File: src/rtl/next_pc_unit.sv
// next_pc_unit: owns the architectural fetch PC and resolves branch/jump
// redirects with MIPS delay-slot semantics. Stalls hold the PC. Redirects
// that arrive while stalled are buffered until the stall clears.
// Optional return-address check stack: define NPC_RAS_EN to build it.
module next_pc_unit #(
  parameter int unsigned PC_W      = 32,
  parameter logic [31:0] RESET_PC  = 32'h0000_0000,
  parameter int unsigned RAS_DEPTH = 4
) (
  input  logic            w_clk,
  input  logic            w_rst_n,
  input  logic            w_stall,
  input  logic            w_branch_op,
  input  logic            w_success,
  input  logic            w_jump_op,
  input  logic            w_imm_op,
  input  logic            w_link,
  input  logic            w_ret,
  input  logic [PC_W-1:0] w_br_pc_in,
  input  logic [PC_W-1:0] w_alu_imm,
  input  logic [25:0]     w_br_imm_26,
  input  logic [PC_W-1:0] w_reg_pc,
  output logic [PC_W-1:0] w_pc,
  output logic            w_redirect,
  output logic            w_misalign,
  output logic            w_redir_drop,
  output logic            w_ras_hit,
  output logic            w_ras_miss
);

  typedef enum logic [1:0] {
    ST_RUN  = 2'd0,
    ST_SLOT = 2'd1,
    ST_PEND = 2'd2
  } state_e;

  localparam logic [PC_W-1:0] PC_RST = PC_W'(RESET_PC);
  localparam logic [PC_W-1:0] FOUR   = PC_W'(4);
  localparam logic [PC_W-1:0] EIGHT  = PC_W'(8);

  state_e          state_q, state_d;
  logic [PC_W-1:0] pc_q, pc_d;
  logic [PC_W-1:0] tgt_q, tgt_d;
  logic [PC_W-1:0] br_q, br_d;
  logic            redirect_q, redirect_d;
  logic            misalign_q, misalign_d;
  logic            drop_q, drop_d;

  logic            take;
  logic            accept;
  logic [PC_W-1:0] ds;
  logic [PC_W-1:0] tgt_raw;
  logic [PC_W-1:0] tgt_al;

  assign take   = (w_branch_op & w_success) | w_jump_op;
  assign accept = take & (state_q == ST_RUN);
  assign ds     = w_br_pc_in + FOUR;
  assign tgt_al = {tgt_raw[PC_W-1:2], 2'b00};

  // Redirect target selection; a jump takes priority over a branch.
  always_comb begin
    tgt_raw = ds + w_alu_imm;
    if (w_jump_op) begin
      if (w_imm_op) begin
        tgt_raw       = ds;
        tgt_raw[27:0] = {w_br_imm_26, 2'b00};
      end else begin
        tgt_raw = w_reg_pc;
      end
    end
  end

  // Next-state, next-PC and pulse generation.
  always_comb begin
    state_d    = state_q;
    pc_d       = pc_q;
    tgt_d      = tgt_q;
    br_d       = br_q;
    redirect_d = 1'b0;
    misalign_d = 1'b0;
    drop_d     = 1'b0;
    unique case (state_q)
      ST_RUN: begin
        if (take) begin
          misalign_d = |tgt_raw[1:0];
          tgt_d      = tgt_al;
          br_d       = w_br_pc_in;
          if (pc_q == w_br_pc_in) begin
            // Delay slot not fetched yet: fetch it (unless stalled) before
            // the target.
            state_d = ST_SLOT;
            if (!w_stall) begin
              pc_d = ds;
            end
          end else if (!w_stall) begin
            // Delay slot already fetched, or no slot relationship at all:
            // both go straight to the target.
            pc_d       = tgt_al;
            redirect_d = 1'b1;
          end else begin
            state_d = ST_PEND;
          end
        end else if (!w_stall) begin
          pc_d = pc_q + FOUR;
        end
      end
      ST_SLOT: begin
        drop_d = take;
        if (!w_stall) begin
          if (pc_q == br_q) begin
            pc_d = br_q + FOUR;
          end else begin
            pc_d       = tgt_q;
            redirect_d = 1'b1;
            state_d    = ST_RUN;
          end
        end
      end
      ST_PEND: begin
        drop_d = take;
        if (!w_stall) begin
          pc_d       = tgt_q;
          redirect_d = 1'b1;
          state_d    = ST_RUN;
        end
      end
      default: begin
        state_d = ST_RUN;
      end
    endcase
  end

  // PC, pending-redirect and pulse registers.
  always_ff @(posedge w_clk or negedge w_rst_n) begin
    if (!w_rst_n) begin
      state_q    <= ST_RUN;
      pc_q       <= PC_RST;
      tgt_q      <= '0;
      br_q       <= '0;
      redirect_q <= 1'b0;
      misalign_q <= 1'b0;
      drop_q     <= 1'b0;
    end else begin
      state_q    <= state_d;
      pc_q       <= pc_d;
      tgt_q      <= tgt_d;
      br_q       <= br_d;
      redirect_q <= redirect_d;
      misalign_q <= misalign_d;
      drop_q     <= drop_d;
    end
  end

  assign w_pc         = pc_q;
  assign w_redirect   = redirect_q;
  assign w_misalign   = misalign_q;
  assign w_redir_drop = drop_q;

`ifdef NPC_RAS_EN
  localparam int unsigned RP_W     = (RAS_DEPTH > 1) ? $clog2(RAS_DEPTH) : 1;
  localparam logic [RP_W:0] RAS_FULL = (RP_W+1)'(RAS_DEPTH);

  logic [PC_W-1:0] ras_q [RAS_DEPTH];
  logic [PC_W-1:0] ras_d [RAS_DEPTH];
  logic [RP_W-1:0] sp_q, sp_d;
  logic [RP_W:0]   cnt_q, cnt_d;
  logic            hit_q, hit_d;
  logic            miss_q, miss_d;

  logic            push;
  logic            pop;
  logic [RP_W-1:0] top;
  logic [PC_W-1:0] link_addr;
  logic [PC_W-1:0] ret_addr;

  assign push      = accept & w_link;
  assign pop       = accept & w_jump_op & ~w_imm_op & w_ret;
  assign top       = sp_q - RP_W'(1);
  assign link_addr = w_br_pc_in + EIGHT;
  assign ret_addr  = {w_reg_pc[PC_W-1:2], 2'b00};

  // Return check and circular stack update; push+pop compares against the
  // old top and then overwrites it in place.
  always_comb begin
    ras_d  = ras_q;
    sp_d   = sp_q;
    cnt_d  = cnt_q;
    hit_d  = 1'b0;
    miss_d = 1'b0;
    if (pop) begin
      if (cnt_q == '0) begin
        miss_d = 1'b1;
      end else if (ras_q[top] == ret_addr) begin
        hit_d = 1'b1;
      end else begin
        miss_d = 1'b1;
      end
    end
    if (push && pop && (cnt_q != '0)) begin
      ras_d[top] = link_addr;
    end else if (push) begin
      ras_d[sp_q] = link_addr;
      sp_d        = sp_q + RP_W'(1);
      if (cnt_q != RAS_FULL) begin
        cnt_d = cnt_q + (RP_W+1)'(1);
      end
    end else if (pop && (cnt_q != '0)) begin
      sp_d  = top;
      cnt_d = cnt_q - (RP_W+1)'(1);
    end
  end

  // Return-stack registers.
  always_ff @(posedge w_clk or negedge w_rst_n) begin
    if (!w_rst_n) begin
      for (int unsigned i = 0; i < RAS_DEPTH; i++) begin
        ras_q[i] <= '0;
      end
      sp_q   <= '0;
      cnt_q  <= '0;
      hit_q  <= 1'b0;
      miss_q <= 1'b0;
    end else begin
      ras_q  <= ras_d;
      sp_q   <= sp_d;
      cnt_q  <= cnt_d;
      hit_q  <= hit_d;
      miss_q <= miss_d;
    end
  end

  assign w_ras_hit  = hit_q;
  assign w_ras_miss = miss_q;
`else
  logic unused_ras;
  assign unused_ras = ^{w_link, w_ret, accept, EIGHT[0], 1'(RAS_DEPTH)};
  assign w_ras_hit  = 1'b0;
  assign w_ras_miss = 1'b0;
`endif

endmodule

File: config.mk
export PLATFORM = sky130hd
export DESIGN_NAME = next_pc_unit
export DESIGN_NICKNAME = d
export VERILOG_FILES = /design/src/rtl/next_pc_unit.sv
export SDC_FILE = /design/constraint.sdc
export NUM_CORES = 1
export LEC_CHECK = 0
export ABC_AREA = 0
export CAP_MARGIN = 20
export CORE_MARGIN = 1.5
export CORE_UTILIZATION = 55
export CTS_CLUSTER_SIZE = 28
export DETAILED_ROUTE_END_ITERATION = 8
export GPL_TIMING_DRIVEN = 0
export PLACE_DENSITY = 0.82
export SLEW_MARGIN = 20
export SYNTH_ARGS = -nofsm -noshare
export SYNTH_HDL_FRONTEND = slang
export SYNTH_SLANG_ARGS = --single-unit
File: constraint.sdc
create_clock -name w_clk -period 4.2 [get_ports w_clk]
set_clock_uncertainty 0.05 [all_clocks]
set_input_delay 0.63 -clock w_clk [delete_from_list [all_inputs] [get_ports w_clk]]
set_output_delay 0.63 -clock w_clk [all_outputs]
set_load 0.01 [all_outputs]
### Word-level counts from Yosys, hierarchy flattened

Cells that the tools add are included.

| operators by class | value |
|---|---|
| equal/unequal tests | 10 |
| mux-type cells | 27 |
| add/subtract/negate cells | 4 |
| bitwise gates (word level) | 2 |
| reduce and logical (&&, ||, !) cells | 7 |

Operator list:

| cell | count |
|---|---|
| $mux W32 | 10 |
| $add A32 B3 Y32 const B | 3 |
| $pmux W32 S3 | 1 |
| $eq A32 B32 Y1 | 2 |
| $add A32 B32 Y32 | 1 |
| $mux W2 | 6 |
| $ne A2 B2 Y1 const B | 5 |
| $mux W1 | 8 |
| $pmux W2 S3 | 1 |
| $reduce_and A5 Y1 | 1 |
| $reduce_and A4 Y1 | 1 |
| $reduce_or A2 Y1 | 2 |
| $ne A3 B2 Y1 const B | 1 |
| $pmux W1 S3 | 1 |
| $reduce_bool A3 Y1 | 1 |
| $eq A2 B1 Y1 const B | 1 |
| $eq A2 B2 Y1 const B | 1 |
| $logic_not A2 Y1 | 1 |
| $reduce_and A2 Y1 | 1 |
| $and A1 B1 Y1 | 1 |
| $or A1 B1 Y1 | 1 |

| word-level totals | value |
|---|---|
| register bits | 99 |
| word-level logic and storage cells | 57 |

### Longest topological paths before layout

Gate-level depths: netlist of the first run.

| logic depth | value |
|---|---|
| depth after elaboration | 7 |
| depth in mapped cells | 18 |
| gate-level depth less buffers | 17 |

### Worst setup path after synthesis of the first run

No wires, ideal clock.

| path | value |
|---|---|
| path type | input -> register |
| start | input port w_br_pc_in[7] |
| end | register pc_q[29], in the netlist w_pc[29] |
| stages | 16 |
| setup slack | 0.358 ns |
| arrival | 3.706 ns |
| cell sequence | buf_4 -> and4_1 -> buf_6 -> nand2_4 -> or3_4 -> nor3_1 -> xor2_1 -> ha_1 -> nand4_1 -> or3_1 -> a2111oi_2 -> nor2_1 -> a21boi_1 -> o22ai_1 -> a221o_1 -> nor3_1 |

| between the ends | value |
|---|---|
| cells in the longest elaborated chain, start to end | 7 |
| elaborated cells on any way between the ends | 10 |
| classes of those cells | 2 x add/sub; 1 x eq/ne; 7 x mux |

Ends and longest elaborated chain:

| what | line | text |
|---|---|---|
| start, declared | 19 | `input logic [PC_W-1:0] w_br_pc_in,` |
| $add A32 B3 Y32 | 57 | `assign ds = w_br_pc_in + FOUR;` |
| $add A32 B32 Y32 or $mux W32 (tied branches) | 62, 64 |  |
| $mux W32 | 63 | `if (w_jump_op) begin` |
| $mux W32 | 95 | `end else if (!w_stall) begin` |
| $mux W32 * | 88 | `if (pc_q == w_br_pc_in) begin` |
| $mux W32 * | 84 | `if (take) begin` |
| $pmux W32 S3 * | 82 | `unique case (state_q)` |
| end signal, assigned | 145 | `pc_q <= pc_d;` |
| end, declared | 42 | `logic [PC_W-1:0] pc_q, pc_d;` |

Every way passes the cells marked *; elsewhere a longest branch is shown, timed or not. The select of a mux whose other input is x is not followed.
A chain may end at the register's enable or synchronous reset.

### Final worst setup path of the first run

| path | value |
|---|---|
| start | input port w_br_pc_in[18] |
| end | register pc_q[29], in the netlist w_pc[29] |

The elaborated chain is that of the path after synthesis.

==> results of run 1 <==
==> area by class of cell <==
| cell class | count | area, um^2 | share of cell area, % |
|---|---|---|---|
| multi-input combinational | 1062 | 7210 | 57.7 |
| sequential | 99 | 2480 | 19.8 |
| timing repair buffer | 168 | 1660 | 13.2 |
| buffer | 89 | 464 | 3.71 |
| tap | 229 | 287 | 2.29 |
| clock buffer | 9 | 225 | 1.80 |
| inverter | 31 | 121 | 0.970 |
| clock inverter | 7 | 67.6 | 0.540 |
==> stage by stage <==
stage	instances	worst slack [ps]	utilization [%]	TNS [ps]	power (mW)
3_5_place_dp	1669	-1160	66.4	-22700	5.63
6_report	1694	111	69.9	0	6.76
5_1_grt	1694	2.37	69.9	0	7.05
4_1_cts	1691	3.71	69.0	0	6.53
2_1_floorplan	1282	358	-	0	4.10
3_3_place_gp	1668	-1450	66.3	-163030	5.59
==> synthesized netlist by cell type (9+ instances only) <==
master / number / share of area [%]
nand3_1: 38 / 1.9
o31ai_1: 9 / 0.68
nand4_1: 34 / 2.1
inv_1: 29 / 1.1
buf_2: 28 / 1.4
a211oi_1: 13 / 0.98
clkbuf_1: 38 / 1.4
xnor2_1: 86 / 7.5
nor4_1: 11 / 0.69
a21oi_1: 97 / 4.9
o21ai_0: 86 / 4.3
o21a_1: 9 / 0.68
xor2_1: 80 / 7.0
mux2_2: 11 / 1.2
mux2i_1: 26 / 2.6
ha_1: 44 / 5.5
dfrtp_1: 99 / 25
nor3_1: 26 / 1.3
and3_1: 18 / 1.1
buf_4: 9 / 0.68
a221oi_1: 16 / 1.4
nor2_1: 89 / 3.3
nand2_1: 207 / 7.8
o211ai_1: 17 / 1.3
==> placed cells by master (no fill, tap or decap), types with 9 or more instances in the layout <==
master and n:
nand2_1 207, clkdlybuf4s50_1 142, dfrtp_1 99, a21oi_1 91, nor2_1 88, o21ai_0 80
xnor2_1 77, xor2_1 76, ha_1 41, clkbuf_1 37, nand3_1 36, nand4_1 34
inv_1 29, buf_2 27, mux2i_1 26, nor3_1 24, buf_4 18, and3_1 18
o211ai_1 17, a221oi_1 15, a211oi_1 13, nor4_1 11, mux2_2 11, buf_6 9
a21oi_2 9, o31ai_1 9, o21ai_1 9, o21a_1 9, clkbuf_16 9
==> per-layer routing <==
| layer | vias up | track usage, % |
|---|---|---|
| li1 | 4907 | - |
| met1 | 5209 | 58.1 |
| met2 | 888 | 69.3 |
| met3 | 195 | 12.7 |
| met4 | 2 | 25.9 |
| met5 | - | 0 |
==> power groups by stage <==
stage / Sequential (mW) / Clock (mW) / Combinational [mW]
2_1_floorplan: 1.84 / 0 / 2.25
3_3_place_gp: 1.95 / 0 / 3.64
3_5_place_dp: 1.95 / 0 / 3.68
4_1_cts: 1.94 / 0.865 / 3.73
5_1_grt: 2.00 / 0.902 / 4.15
6_report: 1.97 / 0.873 / 3.91
==> sequential cells by signal, indices dropped and copies added, names as in the netlist <==
| signal | count |
|---|---|
| w_pc | 32 |
| tgt_q | 30 |
| w_misalign | 1 |
| w_redir_drop | 1 |
| w_redirect | 1 |
| br_q | 32 |
| state_q | 2 |
==> cells by family after synthesis <==
group / Yosys count / synth area share (%)
other: 1 / 0.0375
muxes: 37 / 3.84
adders and majority gates: 45 / 5.70
buffers and inverters: 121 / 5.87
and+or+nand+nor: 480 / 23.0
DFF: 99 / 24.8
xor gates and xnor gates: 168 / 14.9
AOI/OAI and AO/OA: 330 / 21.9
==> worst max-delay path by stage <==
| stage | startpoint | end | depth (start not counted) |
|---|---|---|---|
| after CTS | w_br_pc_in[3] | w_pc[29] | 18 |
| after global routing | w_br_pc_in[3] | w_pc[26] | 15 |
| after global placement | w_rst_n | w_pc[5] | 1 |
| after floorplan | w_br_pc_in[7] | w_pc[29] | 16 |
| final | w_br_pc_in[18] | w_pc[29] | 16 |
| after detailed placement | w_br_pc_in[3] | w_pc[29] | 17 |
==> timing repair <==
action                                  CTS  global route
pin swaps                                 8             8
buffers inserted                          6             4
endpoints found under the setup margin   27            18
gates resized for setup                  38            41
gates cloned                              0             0
==> impl_metrics.tcl, run 1 <==
set metrics [dict create \
    syn_inst 1281 \
    grt_pass1_vias 10400 \
    status "completed" \
    clkTransAtPathRegs_ps 70 \
    worstPathMaxFanout 7 \
    antenna_found_initial 1 \
    wl_per_cell_um 25.1 \
    p_int_mw 3.42 \
    cts_buffers 9 \
    timing.rr.end "w_pc[14]" \
    wl_met2_mm 18.5 \
    crit_family "simple AND/OR/NAND/NOR gates" \
    synth_ff_type "dfrtp_1" \
    seqPwrFrac_pct 29.2 \
    route.layer.met1.wl_mm 16.0 \
    io_pins 168 \
    vias_per_cell 6.61 \
    die_w_um 138 \
    fill_cells 1525 \
    power_switching_mw 3.34 \
    hold_buffers 0 \
    setup-violations-final 0 \
    track_usage_pct 45.6 \
    max_freq_mhz 245 \
    worst_pin_slew_ps 1090 \
    grt_start_max_net_pins 55 \
    min_path_type "in -> async" \
    rrSetupSlack_ps 320 \
    yosysWarnings 0 \
    dr_total_vias 11200 \
    antenna_cells 0 \
    drc 0 \
    nets 1636 \
    holdWs_ps 170 \
    reg2reg_depth 9 \
    areaGrowthSynthToFinish_pct 25.1 \
    place_area_um2 11900 \
    endpoint_kind "register" \
    stdcell_area_um2 12500 \
    ys_types 101 \
    die-area_um2 19000 \
    final_hold_viol_count 0 \
    clockBufferDepth 2 \
    drtIter0Drc 1439 \
    drt-total-wl_mm 42.6 \
    start_util_pct 55.9 \
    crit-reg2reg-launch "w_pc[23]" \
    dieHeight_um 138 \
    clockRootBuffer "clkbuf_16" \
    irDropWorstVdd_mv 0.475 \
    crit_chain "clkdlybuf4s50_1 > and4_4 > nand3_4 > nor4_4 > buf_6 > nand3_2 > xnor2_4 > ha_4 > nand3_1 > or3_4 > a2111oi_4 > nor2_4 > a21boi_2 > o22ai_2 > a221o_1 > nor3_1" \
    power_frac_clock_pct 12.9 \
    crit_buf_inv 2 \
    rsz0062_at_grt "false" \
    drt-pass1-iter-count 6 \
    netlist_area_um2 10000 \
    p_comb_share_pct 57.9 \
    worstSetupStartpointType "input port" \
    cts.sinks 99 \
    ant_nets 0 \
    worstSetupPathType "in -> reg" \
    gr-total-overflow 0 \
    clock_latency_ps 370 \
    fin_crit_ps 4090 \
    synth-async-reset-ratio_pct 100 \
    drive_above_1_share_pct 11.5 \
    p_leak_nw 5.25 \
    period_share_pct 97.3 \
    slew_viol_final 0 \
    grt_pass1_wl_mm 62.7 \
    slowest_stage "clkdlybuf4s50_1" \
    crit_path_max_incr_delay_ps 540 \
    dpl.hpwl_mm 32.7 \
    yosys_register_bits 99 \
    io_buffers 157 \
    cts_tree "done" \
    drv_cap 0 \
    power_density_nw_per_um2 540 \
    max-slew-margin-rel_pct 26.6 \
    fp-row-count 49 \
    routabilityCongestion 1.02 \
    wl_met3_mm 5.09 \
    netSwitchingFraction_pct 49.4 \
    synth_edf_count 0 \
    ys_seq_area_share_pct 24.8 \
    core_um2 17900 \
    required_ps 4430 \
    ctsHtreeMaxLevel 3 \
    syn-mean-instance-area_um2 7.81 \
    highest_layer "met5" \
    arrival_ps 4320 \
]
(Power assumes the default switching activity.)
==> inputs of run 2 (changes only) <==
--- a/config.mk
+++ b/config.mk
@@ -7,12 +7,14 @@
 export LEC_CHECK = 0
 export ABC_AREA = 0
 export CAP_MARGIN = 20
+export CELL_PAD_IN_SITES_DETAIL_PLACEMENT = 1
+export CELL_PAD_IN_SITES_GLOBAL_PLACEMENT = 1
 export CORE_MARGIN = 1.5
-export CORE_UTILIZATION = 55
+export CORE_UTILIZATION = 44
 export CTS_CLUSTER_SIZE = 28
 export DETAILED_ROUTE_END_ITERATION = 8
 export GPL_TIMING_DRIVEN = 0
-export PLACE_DENSITY = 0.82
+export PLACE_DENSITY_LB_ADDON = 0.2
 export SLEW_MARGIN = 20
 export SYNTH_ARGS = -nofsm -noshare
 export SYNTH_HDL_FRONTEND = slang
==> run 2 against run 1 <==
Sequential power barely moved. Flip-flop and latch count did not move. Power rose by 1.7%.
==> impl_metrics.tcl, run 2 (synthesized netlist as in run 1, its figures left out) <==
set metrics [dict create \
    status "completed" \
    clockRootBuffer "clkbuf_16" \
    endpoint_kind "register" \
    areaGrowthSynthToFinish_pct 26.3 \
    max_freq_mhz 242 \
    drive_above_1_share_pct 12.1 \
    io_buffers 157 \
    hold_buffers 0 \
    crit_buf_inv 2 \
    crit_path_max_incr_delay_ps 760 \
    irDropWorstVdd_mv 0.425 \
    wl_per_cell_um 26.3 \
    grt_pass1_wl_mm 68.9 \
    setup-violations-final 0 \
    power_density_nw_per_um2 544 \
    worst_pin_slew_ps 997 \
    route.layer.met1.wl_mm 18.8 \
    die-area_um2 23600 \
    dieHeight_um 154 \
    holdWs_ps 131 \
    nets 1637 \
    slew_viol_final 0 \
    clock_latency_ps 370 \
    mostFrequentLayoutCells "206 x nand2_1, 139 x clkdlybuf4s50_1, 99 x dfrtp_1" \
    final_hold_viol_count 0 \
    drv_cap 0 \
    utilization_pct 57.2 \
    rsz0062_at_grt "false" \
    period_share_pct 98.2 \
    final_common_cell "nand2_1" \
    drc 0 \
    dr_total_vias 11000 \
    grt_start_max_net_pins 58 \
    drtIter0Drc 919 \
    drt-pass1-iter-count 5 \
    track_usage_pct 39.1 \
    max-slew-margin-rel_pct 32.7 \
    wl_met3_mm 3.36 \
    wl_met2_mm 20.7 \
    clockBufferDepth 2 \
    highest_layer "met4" \
    required_ps 4440 \
    dpl.hpwl_mm 36.6 \
    slowest_stage "nor4_1" \
    dp.cells 1720 \
    crit_family "simple AND/OR/NAND/NOR gates" \
    vias_per_cell 6.29 \
    start_util_pct 45.3 \
    io_pins 168 \
    worstPathMaxFanout 10 \
    arrival_ps 4370 \
    cts_buffers 9 \
    grt_pass1_vias 11400 \
    fin_cells 1746 \
    die_w_um 154 \
    ctsHtreeMaxLevel 3 \
    antenna_found_initial 0 \
    antenna_cells 0 \
    gr-total-overflow 0 \
    fp-row-count 54 \
    routabilityCongestion 0.986 \
    core_um2 22100 \
    worstSetupPathType "in -> reg" \
    fin_crit_ps 4130 \
    crit_chain "clkdlybuf4s50_1 > xnor2_1 > nand4_1 > nor4_1 > nand2_2 > inv_1 > nor3_1 > a211oi_1 > o21a_1" \
    clkTransAtPathRegs_ps 70 \
    p_leak_nw 5.26 \
    ant_nets 0 \
    cts.sinks 99 \
    min_path_type "in -> async" \
    worstSetupStartpointType "input port" \
    drt-total-wl_mm 45.9 \
    cts_tree "done" \
]
run 2: cell count changes in the layout (fill, tap and decap cells not counted), moves of 3 or more:
cell             delta
xor2_1              -3
clkinv_2            -3
xor2_2              +3
clkdlybuf4s50_1     -3
a21oi_2             -4
a21oi_1             +4
run 2: stage by stage:
| step | setup WS, ps | setup TNS (ps) | power (mW) | area (um^2) |
|---|---|---|---|---|
| 3_5_place_dp | -1500 | -30410 | 5.75 | 12000 |
| 6_report | 73.8 | 0 | 6.88 | 12600 |
| 3_3_place_gp | -1630 | -186990 | 5.65 | 11900 |
| 4_1_cts | 0.261 | 0 | 6.71 | 12600 |
| 2_1_floorplan | 358 | 0 | 4.10 | 10000 |
| 5_1_grt | 3.82 | 0 | 7.20 | 12600 |
run 2: worst reg2reg max path: stages, from the launching register on:
cell and delay [ps]:
dfrtp_1 390, buf_2 190, xnor2_1 470, nand4_1 250, nor4_1 760, nand2_2 390
inv_1 470, nor3_1 280, a211oi_1 290, o21a_1 210
run 2: layout make-up:
type	count	area, um^2
Fill cell	2715	9460
Multi-Input combinational cell	1062	7250
Sequential cell	99	2480
Timing Repair Buffer	169	1660
Buffer	89	464
Tap cell	280	350
Clock buffer	11	253
Inverter	31	121
Clock inverter	5	60.1
run 2: final timing paths:
kind	slack, ps	start	endpoint	depth (start not counted)
max	70	w_br_pc_in[29]	w_pc[14]	9
min	130	w_rst_n	tgt_q[31]	1
max reg2reg	390	w_pc[29]	w_pc[14]	9
min reg2reg	450	tgt_q[8]	tgt_q[8]	2
max in group asynchronous	3290	w_rst_n	br_q[14]	2
min in group w_clk	450	tgt_q[8]	tgt_q[8]	2
run 2: what timing repair did:
action / in CTS / in global routing
gates resized for setup: 64 / 37
buffers inserted: 8 / 3
pin swaps: 9 / 8
setup endpoints to repair: 37 / 22
endpoints found under the hold margin: 0 / 0
run 2: layer usage:
| metal | global-route usage (%) | vias up |
|---|---|---|
| met2 | 62.4 | 535 |
| met1 | 49.4 | 5399 |
| li1 | - | 4897 |
| met4 | 22.8 | 0 |
| met3 | 7.24 | 144 |
| met5 | 0 | - |
run 2: report_power, final:
group	internal, mW	total (mW)	switching (mW)	leakage (nW)
clock network	0.498	0.923	0.425	0.152
registers	1.41	1.99	0.587	1.19
logic	1.56	3.96	2.40	3.92
==> inputs of run 3 (changes only) <==
--- a/config.mk
+++ b/config.mk
@@ -11,7 +11,7 @@
 export CELL_PAD_IN_SITES_GLOBAL_PLACEMENT = 1
 export CORE_MARGIN = 1.5
 export CORE_UTILIZATION = 44
-export CTS_CLUSTER_SIZE = 28
+export CTS_CLUSTER_SIZE = 24
 export DETAILED_ROUTE_END_ITERATION = 8
 export GPL_TIMING_DRIVEN = 0
 export PLACE_DENSITY_LB_ADDON = 0.2
==> results of run 3 <==
Final layout, timing and power as in run 2 (identical DEF).
